===== src/rtl/mem_port_arbiter_if.sv =====
// Bundle of the arbiter's fetch, data and memory-side signals.
// master: the environment (core fetch/LSU plus the memory slave); slave: the arbiter.
interface mem_port_arbiter_if #(
    parameter int unsigned AW = 64,
    parameter int unsigned DW = 64
);
    // Instruction fetch side
    logic          if_req;
    logic [AW-1:0] if_addr;
    logic          if_gnt;
    logic          if_rvalid;
    logic [DW-1:0] if_rdata;
    logic          if_err;

    // Load/store side
    logic          d_req;
    logic          d_we;
    logic [AW-1:0] d_addr;
    logic [DW-1:0] d_wdata;
    logic [1:0]    d_size;
    logic          d_gnt;
    logic          d_rvalid;
    logic [DW-1:0] d_rdata;
    logic          d_err;

    // Memory side
    logic          mem_req;
    logic          mem_we;
    logic [AW-1:0] mem_addr;
    logic [DW-1:0] mem_wdata;
    logic [1:0]    mem_size;
    logic          mem_gnt;
    logic          mem_rvalid;
    logic [DW-1:0] mem_rdata;

    modport master (
        output if_req, if_addr,
        output d_req, d_we, d_addr, d_wdata, d_size,
        output mem_gnt, mem_rvalid, mem_rdata,
        input  if_gnt, if_rvalid, if_rdata, if_err,
        input  d_gnt, d_rvalid, d_rdata, d_err,
        input  mem_req, mem_we, mem_addr, mem_wdata, mem_size
    );

    modport slave (
        input  if_req, if_addr,
        input  d_req, d_we, d_addr, d_wdata, d_size,
        input  mem_gnt, mem_rvalid, mem_rdata,
        output if_gnt, if_rvalid, if_rdata, if_err,
        output d_gnt, d_rvalid, d_rdata, d_err,
        output mem_req, mem_we, mem_addr, mem_wdata, mem_size
    );
endinterface


===== src/rtl/mem_port_arbiter.sv =====
// Shares one memory port between instruction fetch and the load/store unit.
// One outstanding transaction, D-priority with an IF anti-starvation limit,
// and a response timeout so a dead slave cannot hang the core.
// Memory requests and responses pass through combinationally (zero added latency),
// so outputs are decoded from state and inputs and forced to 0 while rst_n is low.
module mem_port_arbiter #(
    parameter int unsigned AW          = 64,
    parameter int unsigned DW          = 64,
    parameter int unsigned MAX_DSTREAK = 4,
    parameter int unsigned TIMEOUT_CYC = 255
) (
    input  logic               clk,
    input  logic               rst_n,
    mem_port_arbiter_if.slave  bus
);

    localparam int unsigned SW = (MAX_DSTREAK < 1) ? 1 : $clog2(MAX_DSTREAK + 1);
    localparam int unsigned TW = (TIMEOUT_CYC < 2) ? 1 : $clog2(TIMEOUT_CYC);
    localparam logic [SW-1:0] STREAK_MAX = SW'(MAX_DSTREAK);
    localparam logic [TW-1:0] TIMER_LAST = TW'((TIMEOUT_CYC == 0) ? 0 : TIMEOUT_CYC - 1);
    // Fetches always use the full bus width
    localparam logic [1:0] IF_SIZE = 2'd3;

    typedef enum logic [1:0] {
        S_IDLE,
        S_REQ,
        S_WAIT,
        S_DRAIN
    } state_t;

    state_t        r_state;
    logic          r_sel;       // owner: 1 = D, 0 = IF
    logic          r_we;        // owner's transaction is a store
    logic [SW-1:0] r_dstreak;
    logic [TW-1:0] r_timer;

    state_t        w_next;
    logic          w_any;
    logic          w_win_d;
    logic          w_own_d;
    logic          w_timeout;
    logic          w_mem_req;
    logic          w_mem_we;
    logic [AW-1:0] w_mem_addr;
    logic [DW-1:0] w_mem_wdata;
    logic [1:0]    w_mem_size;
    logic          w_gnt;
    logic          w_rvalid;
    logic          w_err;
    logic [DW-1:0] w_rdata;

    assign w_any     = bus.if_req | bus.d_req;
    assign w_win_d   = bus.d_req & ~(bus.if_req & (r_dstreak == STREAK_MAX));
    assign w_timeout = (TIMEOUT_CYC != 0) && (r_timer == TIMER_LAST);

    // State register
    always_ff @(posedge clk or negedge rst_n) begin
        if (!rst_n) begin
            r_state <= S_IDLE;
        end else begin
            r_state <= w_next;
        end
    end

    // Latch owner at arbitration and track the consecutive-D streak
    always_ff @(posedge clk or negedge rst_n) begin
        if (!rst_n) begin
            r_sel     <= 1'b0;
            r_we      <= 1'b0;
            r_dstreak <= '0;
        end else if (r_state == S_IDLE && w_any) begin
            r_sel <= w_win_d;
            r_we  <= w_win_d & bus.d_we;
            if (!w_win_d) begin
                r_dstreak <= '0;
            end else if (r_dstreak != STREAK_MAX) begin
                r_dstreak <= r_dstreak + 1'b1;
            end
        end
    end

    // Response timer: restarts on every state change, counts in WAIT and DRAIN
    always_ff @(posedge clk or negedge rst_n) begin
        if (!rst_n) begin
            r_timer <= '0;
        end else if (w_next != r_state) begin
            r_timer <= '0;
        end else if (r_state == S_WAIT || r_state == S_DRAIN) begin
            r_timer <= r_timer + 1'b1;
        end
    end

    // Next state and owner-relative handshake decode
    always_comb begin
        w_next      = r_state;
        w_own_d     = r_sel;
        w_mem_req   = 1'b0;
        w_mem_we    = 1'b0;
        w_mem_addr  = '0;
        w_mem_wdata = '0;
        w_mem_size  = 2'd0;
        w_gnt       = 1'b0;
        w_rvalid    = 1'b0;
        w_err       = 1'b0;
        w_rdata     = '0;

        case (r_state)
            S_IDLE: begin
                w_own_d = w_win_d;
                if (w_any) begin
                    w_mem_req = 1'b1;
                    w_gnt     = bus.mem_gnt;
                    w_next    = bus.mem_gnt ? S_WAIT : S_REQ;
                end
            end
            S_REQ: begin
                w_mem_req = 1'b1;
                if (bus.mem_gnt) begin
                    w_gnt  = 1'b1;
                    w_next = S_WAIT;
                end
            end
            S_WAIT: begin
                if (bus.mem_rvalid) begin
                    w_rvalid = 1'b1;
                    w_rdata  = r_we ? '0 : bus.mem_rdata;
                    w_next   = S_IDLE;
                end else if (w_timeout) begin
                    w_rvalid = 1'b1;
                    w_err    = 1'b1;
                    w_next   = S_DRAIN;
                end
            end
            S_DRAIN: begin
                // The late response of the abandoned transaction is swallowed here
                if (bus.mem_rvalid || w_timeout) begin
                    w_next = S_IDLE;
                end
            end
            default: begin
                w_next = S_IDLE;
            end
        endcase

        if (w_mem_req) begin
            w_mem_we    = w_own_d & bus.d_we;
            w_mem_addr  = w_own_d ? bus.d_addr : bus.if_addr;
            w_mem_wdata = w_own_d ? bus.d_wdata : '0;
            w_mem_size  = w_own_d ? bus.d_size : IF_SIZE;
        end
    end

    // Route to the owner; everything reads 0 while reset is asserted
    assign bus.mem_req   = rst_n & w_mem_req;
    assign bus.mem_we    = rst_n & w_mem_we;
    assign bus.mem_addr  = rst_n ? w_mem_addr : '0;
    assign bus.mem_wdata = rst_n ? w_mem_wdata : '0;
    assign bus.mem_size  = rst_n ? w_mem_size : 2'd0;

    assign bus.if_gnt    = rst_n & w_gnt & ~w_own_d;
    assign bus.if_rvalid = rst_n & w_rvalid & ~w_own_d;
    assign bus.if_err    = rst_n & w_err & ~w_own_d;
    assign bus.if_rdata  = (rst_n && !w_own_d) ? w_rdata : '0;

    assign bus.d_gnt     = rst_n & w_gnt & w_own_d;
    assign bus.d_rvalid  = rst_n & w_rvalid & w_own_d;
    assign bus.d_err     = rst_n & w_err & w_own_d;
    assign bus.d_rdata   = (rst_n && w_own_d) ? w_rdata : '0;

endmodule


===== src/flat_wrapper.sv =====
// flat-port wrapper written by rule: the top's interface ports become plain ports
module mem_port_arbiter_flat 
#(
    parameter int unsigned AW          = 64,
    parameter int unsigned DW          = 64,
    parameter int unsigned MAX_DSTREAK = 4,
    parameter int unsigned TIMEOUT_CYC = 255
)
  (clk, rst_n, bus_if_req, bus_if_addr, bus_d_req, bus_d_we, bus_d_addr, bus_d_wdata, bus_d_size, bus_mem_gnt, bus_mem_rvalid, bus_mem_rdata, bus_if_gnt, bus_if_rvalid, bus_if_rdata, bus_if_err, bus_d_gnt, bus_d_rvalid, bus_d_rdata, bus_d_err, bus_mem_req, bus_mem_we, bus_mem_addr, bus_mem_wdata, bus_mem_size);
  mem_port_arbiter_if #(.AW(AW), .DW(DW)) bus_i ();
  input  logic clk;
  input  logic rst_n;
  input wire logic [$bits(bus_i.if_req)-1:0] bus_if_req;
  input wire logic [$bits(bus_i.if_addr)-1:0] bus_if_addr;
  input wire logic [$bits(bus_i.d_req)-1:0] bus_d_req;
  input wire logic [$bits(bus_i.d_we)-1:0] bus_d_we;
  input wire logic [$bits(bus_i.d_addr)-1:0] bus_d_addr;
  input wire logic [$bits(bus_i.d_wdata)-1:0] bus_d_wdata;
  input wire logic [$bits(bus_i.d_size)-1:0] bus_d_size;
  input wire logic [$bits(bus_i.mem_gnt)-1:0] bus_mem_gnt;
  input wire logic [$bits(bus_i.mem_rvalid)-1:0] bus_mem_rvalid;
  input wire logic [$bits(bus_i.mem_rdata)-1:0] bus_mem_rdata;
  output wire logic [$bits(bus_i.if_gnt)-1:0] bus_if_gnt;
  output wire logic [$bits(bus_i.if_rvalid)-1:0] bus_if_rvalid;
  output wire logic [$bits(bus_i.if_rdata)-1:0] bus_if_rdata;
  output wire logic [$bits(bus_i.if_err)-1:0] bus_if_err;
  output wire logic [$bits(bus_i.d_gnt)-1:0] bus_d_gnt;
  output wire logic [$bits(bus_i.d_rvalid)-1:0] bus_d_rvalid;
  output wire logic [$bits(bus_i.d_rdata)-1:0] bus_d_rdata;
  output wire logic [$bits(bus_i.d_err)-1:0] bus_d_err;
  output wire logic [$bits(bus_i.mem_req)-1:0] bus_mem_req;
  output wire logic [$bits(bus_i.mem_we)-1:0] bus_mem_we;
  output wire logic [$bits(bus_i.mem_addr)-1:0] bus_mem_addr;
  output wire logic [$bits(bus_i.mem_wdata)-1:0] bus_mem_wdata;
  output wire logic [$bits(bus_i.mem_size)-1:0] bus_mem_size;
  assign bus_i.if_req = bus_if_req;
  assign bus_i.if_addr = bus_if_addr;
  assign bus_i.d_req = bus_d_req;
  assign bus_i.d_we = bus_d_we;
  assign bus_i.d_addr = bus_d_addr;
  assign bus_i.d_wdata = bus_d_wdata;
  assign bus_i.d_size = bus_d_size;
  assign bus_i.mem_gnt = bus_mem_gnt;
  assign bus_i.mem_rvalid = bus_mem_rvalid;
  assign bus_i.mem_rdata = bus_mem_rdata;
  assign bus_if_gnt = bus_i.if_gnt;
  assign bus_if_rvalid = bus_i.if_rvalid;
  assign bus_if_rdata = bus_i.if_rdata;
  assign bus_if_err = bus_i.if_err;
  assign bus_d_gnt = bus_i.d_gnt;
  assign bus_d_rvalid = bus_i.d_rvalid;
  assign bus_d_rdata = bus_i.d_rdata;
  assign bus_d_err = bus_i.d_err;
  assign bus_mem_req = bus_i.mem_req;
  assign bus_mem_we = bus_i.mem_we;
  assign bus_mem_addr = bus_i.mem_addr;
  assign bus_mem_wdata = bus_i.mem_wdata;
  assign bus_mem_size = bus_i.mem_size;
  mem_port_arbiter #(.AW(AW), .DW(DW), .MAX_DSTREAK(MAX_DSTREAK), .TIMEOUT_CYC(TIMEOUT_CYC)) u_core (.clk(clk), .rst_n(rst_n), .bus(bus_i));
endmodule

===== config.mk =====
export PLATFORM = sky130hd
export DESIGN_NAME = mem_port_arbiter_flat
export DESIGN_NICKNAME = d
export VERILOG_FILES = /design/src/rtl/mem_port_arbiter_if.sv /design/src/rtl/mem_port_arbiter.sv /design/src/flat_wrapper.sv
export SDC_FILE = /design/constraint.sdc
export NUM_CORES = 1
export LEC_CHECK = 0
export ABC_AREA = 0
export CAP_MARGIN = 25
export CORE_AREA = 5 5 203 205
export DETAILED_ROUTE_END_ITERATION = 16
export DIE_AREA = 0 0 208 210
export SETUP_SLACK_MARGIN = 0.5
export SLEW_MARGIN = 30
export SYNTH_ARGS = -nofsm -noshare
export SYNTH_HDL_FRONTEND = slang
export SYNTH_SLANG_ARGS = --single-unit
export TNS_END_PERCENT = 20

===== constraint.sdc =====
create_clock -name clk -period 3.7 [get_ports clk]
set_clock_uncertainty 0.1 [all_clocks]
set_input_delay 0.555 -clock clk [delete_from_list [all_inputs] [get_ports clk]]
set_output_delay 0.555 -clock clk [all_outputs]
set_load 0.01 [all_outputs]

== Word-level counts from Yosys, hierarchy flattened ==
Index checks and enable logic that the tools add are counted.
Operators by class
  $add $sub $neg: 2
  equal/unequal tests: 8
  multiplexer cells: 37
  bitwise logic cells: 18
  reductions and logical operators: 9
Operators by type and width (number)
  2-to-1 mux 64 bit: 11
  2-to-1 mux 2 bit: 9
  2-to-1 mux 8 bit: 2
  AND 1 bit: 15
  2-to-1 mux 1 bit: 10
  adder 8 x 1 -> 8 bit (second input constant): 1
  equality test 8 bit (second input constant): 1
  one-hot mux 2 bit (4 select lines): 1
  2-to-1 mux 3 bit: 2
  equality test 2 bit (second input constant): 2
  one-hot mux 1 bit (2 select lines): 2
  adder 3 x 1 -> 3 bit (second input constant): 1
  equality test 3 bit (second input constant): 1
  logical AND 1 bit: 3
  != test 3 bit (second input constant): 1
  equality test 2 x 1 -> 1 bit (second input constant): 1
  zero test 2 bit: 1
  logical OR 1 bit: 2
  != test 2 bit: 1
  != test 2 bit (second input constant): 1
  NOT 1 bit: 2
  AND reduction 2 bit: 1
  nonzero test 2 bit: 1
  zero test 1 bit: 1
  bitwise OR 1 bit: 1
Word-level totals
  register bits: 15
  input port bits: 265
  output and inout bits: 266
  logic and storage cells: 79

== Logic depth before layout (Yosys ltp) ==
  word-level depth: 8
  gate-level depth with buffers: 7
  gate-level depth less buffers: 5

== Least setup slack after synthesis ==
OpenSTA, ideal clock, no wires.
  path type: in2out
  from: input bus_d_req
  to: output bus_mem_wdata[56]
  data arrival time: 1.626 ns
  required time: 3.045 ns
  path slack: 1.419 ns
  stages on the path: 6
  path buffers: 3
  path through: or3_1 > buf_2 > and2_4 > buf_6 > buf_6 > and3_1
Between the ends
  longest elaborated chain between the ends: 5
  elaborated cells on any way between the ends: 8
  those cells by class: 6 x mux; 2 x bitwise
RTL lines
  start: declaration: RTL line flat_wrapper.sv:15  | input wire logic [$bits(bus_i.d_req)-1:0] bus_d_req;
  bitwise OR 1 bit or AND 1 bit (tied branches): RTL line mem_port_arbiter.sv:52, mem_port_arbiter.sv:53
  2-to-1 mux 1 bit (on tied branches): RTL line mem_port_arbiter.sv:110, mem_port_arbiter.sv:107
  one-hot mux 1 bit (2 select lines) or 2-to-1 mux 64 bit (tied branches): RTL line mem_port_arbiter.sv:107, mem_port_arbiter.sv:148
  2-to-1 mux 64 bit *: RTL line mem_port_arbiter.sv:145  | if (w_mem_req) begin
  2-to-1 mux 64 bit *: RTL line mem_port_arbiter.sv:157  | assign bus.mem_wdata = rst_n ? w_mem_wdata : '0;
  end: declaration: RTL line flat_wrapper.sv:34  | output wire logic [$bits(bus_i.mem_wdata)-1:0] bus_mem_wdata;
Mark *: on every way between the ends. The rest lies on a longest branch, timed or not.

== Worst setup path after layout ==
  from: input bus_d_req
  to: output bus_if_gnt
Between the ends
  longest elaborated chain between the ends: 5
  elaborated cells on any way between the ends: 8
  those cells by class: 3 x mux; 5 x bitwise
RTL lines
  bitwise OR 1 bit: RTL line mem_port_arbiter.sv:52  | assign w_any = bus.if_req | bus.d_req;
  2-to-1 mux 1 bit: RTL line mem_port_arbiter.sv:110  | if (w_any) begin
  one-hot mux 1 bit (2 select lines): RTL line mem_port_arbiter.sv:107  | case (r_state)
  AND 1 bit: RTL line mem_port_arbiter.sv:160  | assign bus.if_gnt = rst_n & w_gnt & ~w_own_d;
  AND 1 bit *: RTL line mem_port_arbiter.sv:160
  end: declaration: RTL line flat_wrapper.sv:23  | output wire logic [$bits(bus_i.if_gnt)-1:0] bus_if_gnt;
Marked as above.

==> impl_results.md <==
- Outcome: finished clean
- Area Overhead vs Synth: 169%
- CTS tree: yes
- Synth Flop Type: dfrtp_1
- Largest net degree at the start of global routing: 83
- Final hold vios: 0
- Slew Viols, Final: 0
- TritonRoute pass-1 iters: 5
- Hold-fix buffers at CTS: 0
- DIE AREA: 43700 um2
- Fmax: 0.308 GHz
- Post-placement cell area: 9630 um2
- Worst skew pair latency: 0.25 ns
- Period utilization: 87.6%
- P per Cell Area: 239 nW/um2
- FFs w/ async S/R, synth: 100%
- CTS clk-pin slew, worst paths: 0.05 ns
- Synth Register Bits: 15
- # port buffers: 530
- DRC: 0
- Post-synthesis cell type count: 40
- DRT antenna net count: 0
- Worst Path Required: 3.04 ns
- RSZ-0062 raised after global routing: yes
- IO Pins: 531
- Power, Total: 2.36 mW
- Max rail drop VDD: 0.153 mV
- Slew @ Worst Pin: 0.571 ns
- Initial core utilization: 9.34%
- Psw: 1.01 mW
- Relative slew slack: 61.7%
- DR vias: 6645
- CTS Buffer Depth: 2
- Internal power: 1.35 mW
- Crit-path max FO: 50
- Reg area: 375 um2
- CTS buffer count: 3
- Area leader, netlist: nand3_1
- Share of the synthesized area in the top cell type: 18.4%
- Core Area: 39300 um2
- Via density: 4.04
- Final-layout fill cell count: 4320
- Setup tns final: 0 ns
- EDFF count, synth: 0
- Minimum clock period: 3.24 ns
- 1st-iter DRT viols: 387
- First-pass GRT wire length: 46.5 mm
- Post-DP HPWL: 28.5 mm
- CTS sink count: 15
- CP endpoint kind: output pin
- GRT Residual Overflow: 0
- Antenna violations before repair: 32
- Routed WL: 34.4 mm
- WS Path Type: input port to output pin
- Die H: 210 um
- GP Congestion: 0.958
- Chip Width: 208 um
- Tot GR Track Use: 14.2%
- H-tree depth: 1
- # nets final: 1388
- Reg power frac: 9.6%
- Post-DR wirelength/cell: 20.9 um
- Power share of the combinational group: 81.4%
- Clock network power share: 9.0%
- Setup crit start kind: input port
- Finished Cell Area: 9860 um2
- Sequential share of the synthesized area: 10.2%
- Post-layout util: 25.1%
- Post-Synthesis Cells: 620
- Synth top area cells: nand3_1 18%, mux2i_1 18%, nor2_1 13%, and3_1 12%, dfrtp_1 10%
- Lkg Pwr: 4.09 nW
- Arr. time, crit path: 2.59 ns
- Switching Fraction: 42.7%
- Max cap viols: 0
- CTS Root Cell: clkbuf_16
- Layout cells sized above 1: 5.64%
- WHS: 0.288 ns
- Tightest Hold Check Type: input port to asynchronous set/reset pin
- Synthesized area: 3670 um2
- Synth warnings: 0
- Post-Syn Nets: 889
- Setup violators final: 0
- Std cell rows: 73
- Area occupied by multi-input gates: 3020 um2
- Synthesized area per cell: 5.92 um2
- Number of global-route vias before repair: 6610
## per-layer routing
| layer | up-vias | global-route usage [%] | wire length [um] | part of all wire (%) |
|---|---|---|---|---|
| met5 | - | 0 | 297 | 0.86 |
| met4 | 46 | 3.10 | 870 | 2.5 |
| met3 | 88 | 7.35 | 3910 | 11 |
| met2 | 388 | 25.7 | 17200 | 50 |
| met1 | 2976 | 14.7 | 12100 | 35 |
| li1 | 3147 | - | - | - |
## repair_timing
action,CTS,global route
buffers inserted,3,2
cloned,1,2
gates resized for setup,44,8
pin swaps,2,2
endpoints found under the setup margin,192,107
## cell usage in the layout, fill, tap and decap left out, types with 2 or more instances in the layout
cell type	netlist	layout
nor2b_1	4	3
ha_1	4	3
a31o_2	2	2
dlymetal6s2s_1	0	3
nand2_1	68	68
mux2i_1	65	64
clkbuf_16	0	4
o21a_1	3	3
inv_1	7	7
nand3_1	135	134
xor2_1	3	3
a21oi_1	4	4
nand4_1	5	5
dfrtp_1	15	15
diode_2	0	2
and3_1	69	69
buf_4	0	29
nor2_1	128	128
a22oi_1	3	3
a22o_1	2	2
a21o_1	2	2
dlygate4sd2_1	0	36
buf_12	0	12
o21ai_0	6	6
or3_1	4	3
and2_4	1	2
nand2b_1	2	2
clkdlybuf4s50_1	0	480
## critical path, stage by stage
cell,delay [ns]
clkdlybuf4s50_1,0.45
or3_4,0.46
buf_12,0.19
and3b_1,0.22
and3_1,0.17
clkdlybuf4s50_1,0.54
## layout make-up
type | instances | share of cell area (%)
Antenna cell | 2 | 0.0508
Clock inverter | 1 | 0.0508
Inverter | 7 | 0.267
Multi-Input combinational cell | 528 | 30.6
Sequential cell | 15 | 3.81
Timing Repair Buffer | 564 | 57.8
Tap cell | 525 | 6.66
Clock buffer | 3 | 0.762
## path summary, 6_finish.rpt
check / slack (ns) / cells past startpoint / from / endpoint
hold reg to reg: 0.42 / 1 / u_core.r_we / u_core.r_we
max in group asynchronous: 2.93 / 2 / rst_n / u_core.r_dstreak[0]
setup / recovery: 0.46 / 6 / bus_d_req / bus_if_gnt
hold / removal: 0.29 / 2 / rst_n / u_core.r_timer[3]
min in group clk: 0.42 / 1 / u_core.r_we / u_core.r_we
setup reg to reg: 1.87 / 4 / u_core.r_state[1] / u_core.r_sel
## logic make-up (layout without fill, tap and decap cells)
logic type	after synthesis	count (layout)	share of synthesized area, %
AND/OR/NAND/NOR	424	425	54.6
other	0	2	0
multiplexers	65	65	17.7
buffers and inverters	78	575	9.51
AO/OA/AOI/OAI	31	31	5.83
XOR/XNOR	3	3	0.716
flip-flops	15	15	10.2
adder cells (fa/ha/maj)	4	4	1.36
## power groups by stage
stage,Sequential (mW),Clock [mW],Combinational [mW]
6_report,0.226,0.212,1.92
5_1_grt,0.230,0.229,2.05
4_1_cts,0.225,0.221,1.89
3_5_place_dp,0.227,0,1.85
3_3_place_gp,0.225,0,1.83
2_1_floorplan,0.214,0,0.851
## cells in the mapped netlist (2+ instances only)
master and instances:
a21o_1 2, a21oi_1 4, a22o_1 2, a22oi_1 3
a31o_2 2, and3_1 69, buf_1 8, buf_2 27
buf_6 3, clkbuf_1 33, dfrtp_1 15, ha_1 4
inv_1 7, mux2i_1 65, nand2_1 68, nand2b_1 2
nand3_1 135, nand4_1 5, nor2_1 128, nor2b_1 4
nor3_1 2, nor4_1 2, o21a_1 3, o21ai_0 6
or3_1 4, xor2_1 3
## stage by stage
| step | setup WS [ns] | instances |
|---|---|---|
| after global routing | 0.368 | 1644 |
| after CTS | 0.256 | 1639 |
| after detailed placement | 0.205 | 1631 |
| final | 0.458 | 1645 |
| after floorplan | 1.42 | 620 |
| after global placement | 0.259 | 1631 |
## registers in the layout (all words and copies together) (netlist names)
| signal | count |
|---|---|
| u_core.r_timer | 8 |
| u_core.r_dstreak | 3 |
| u_core.r_state | 2 |
| u_core.r_sel | 1 |
| u_core.r_we | 1 |
No activity file was read; power rests on OpenSTA's default activity.
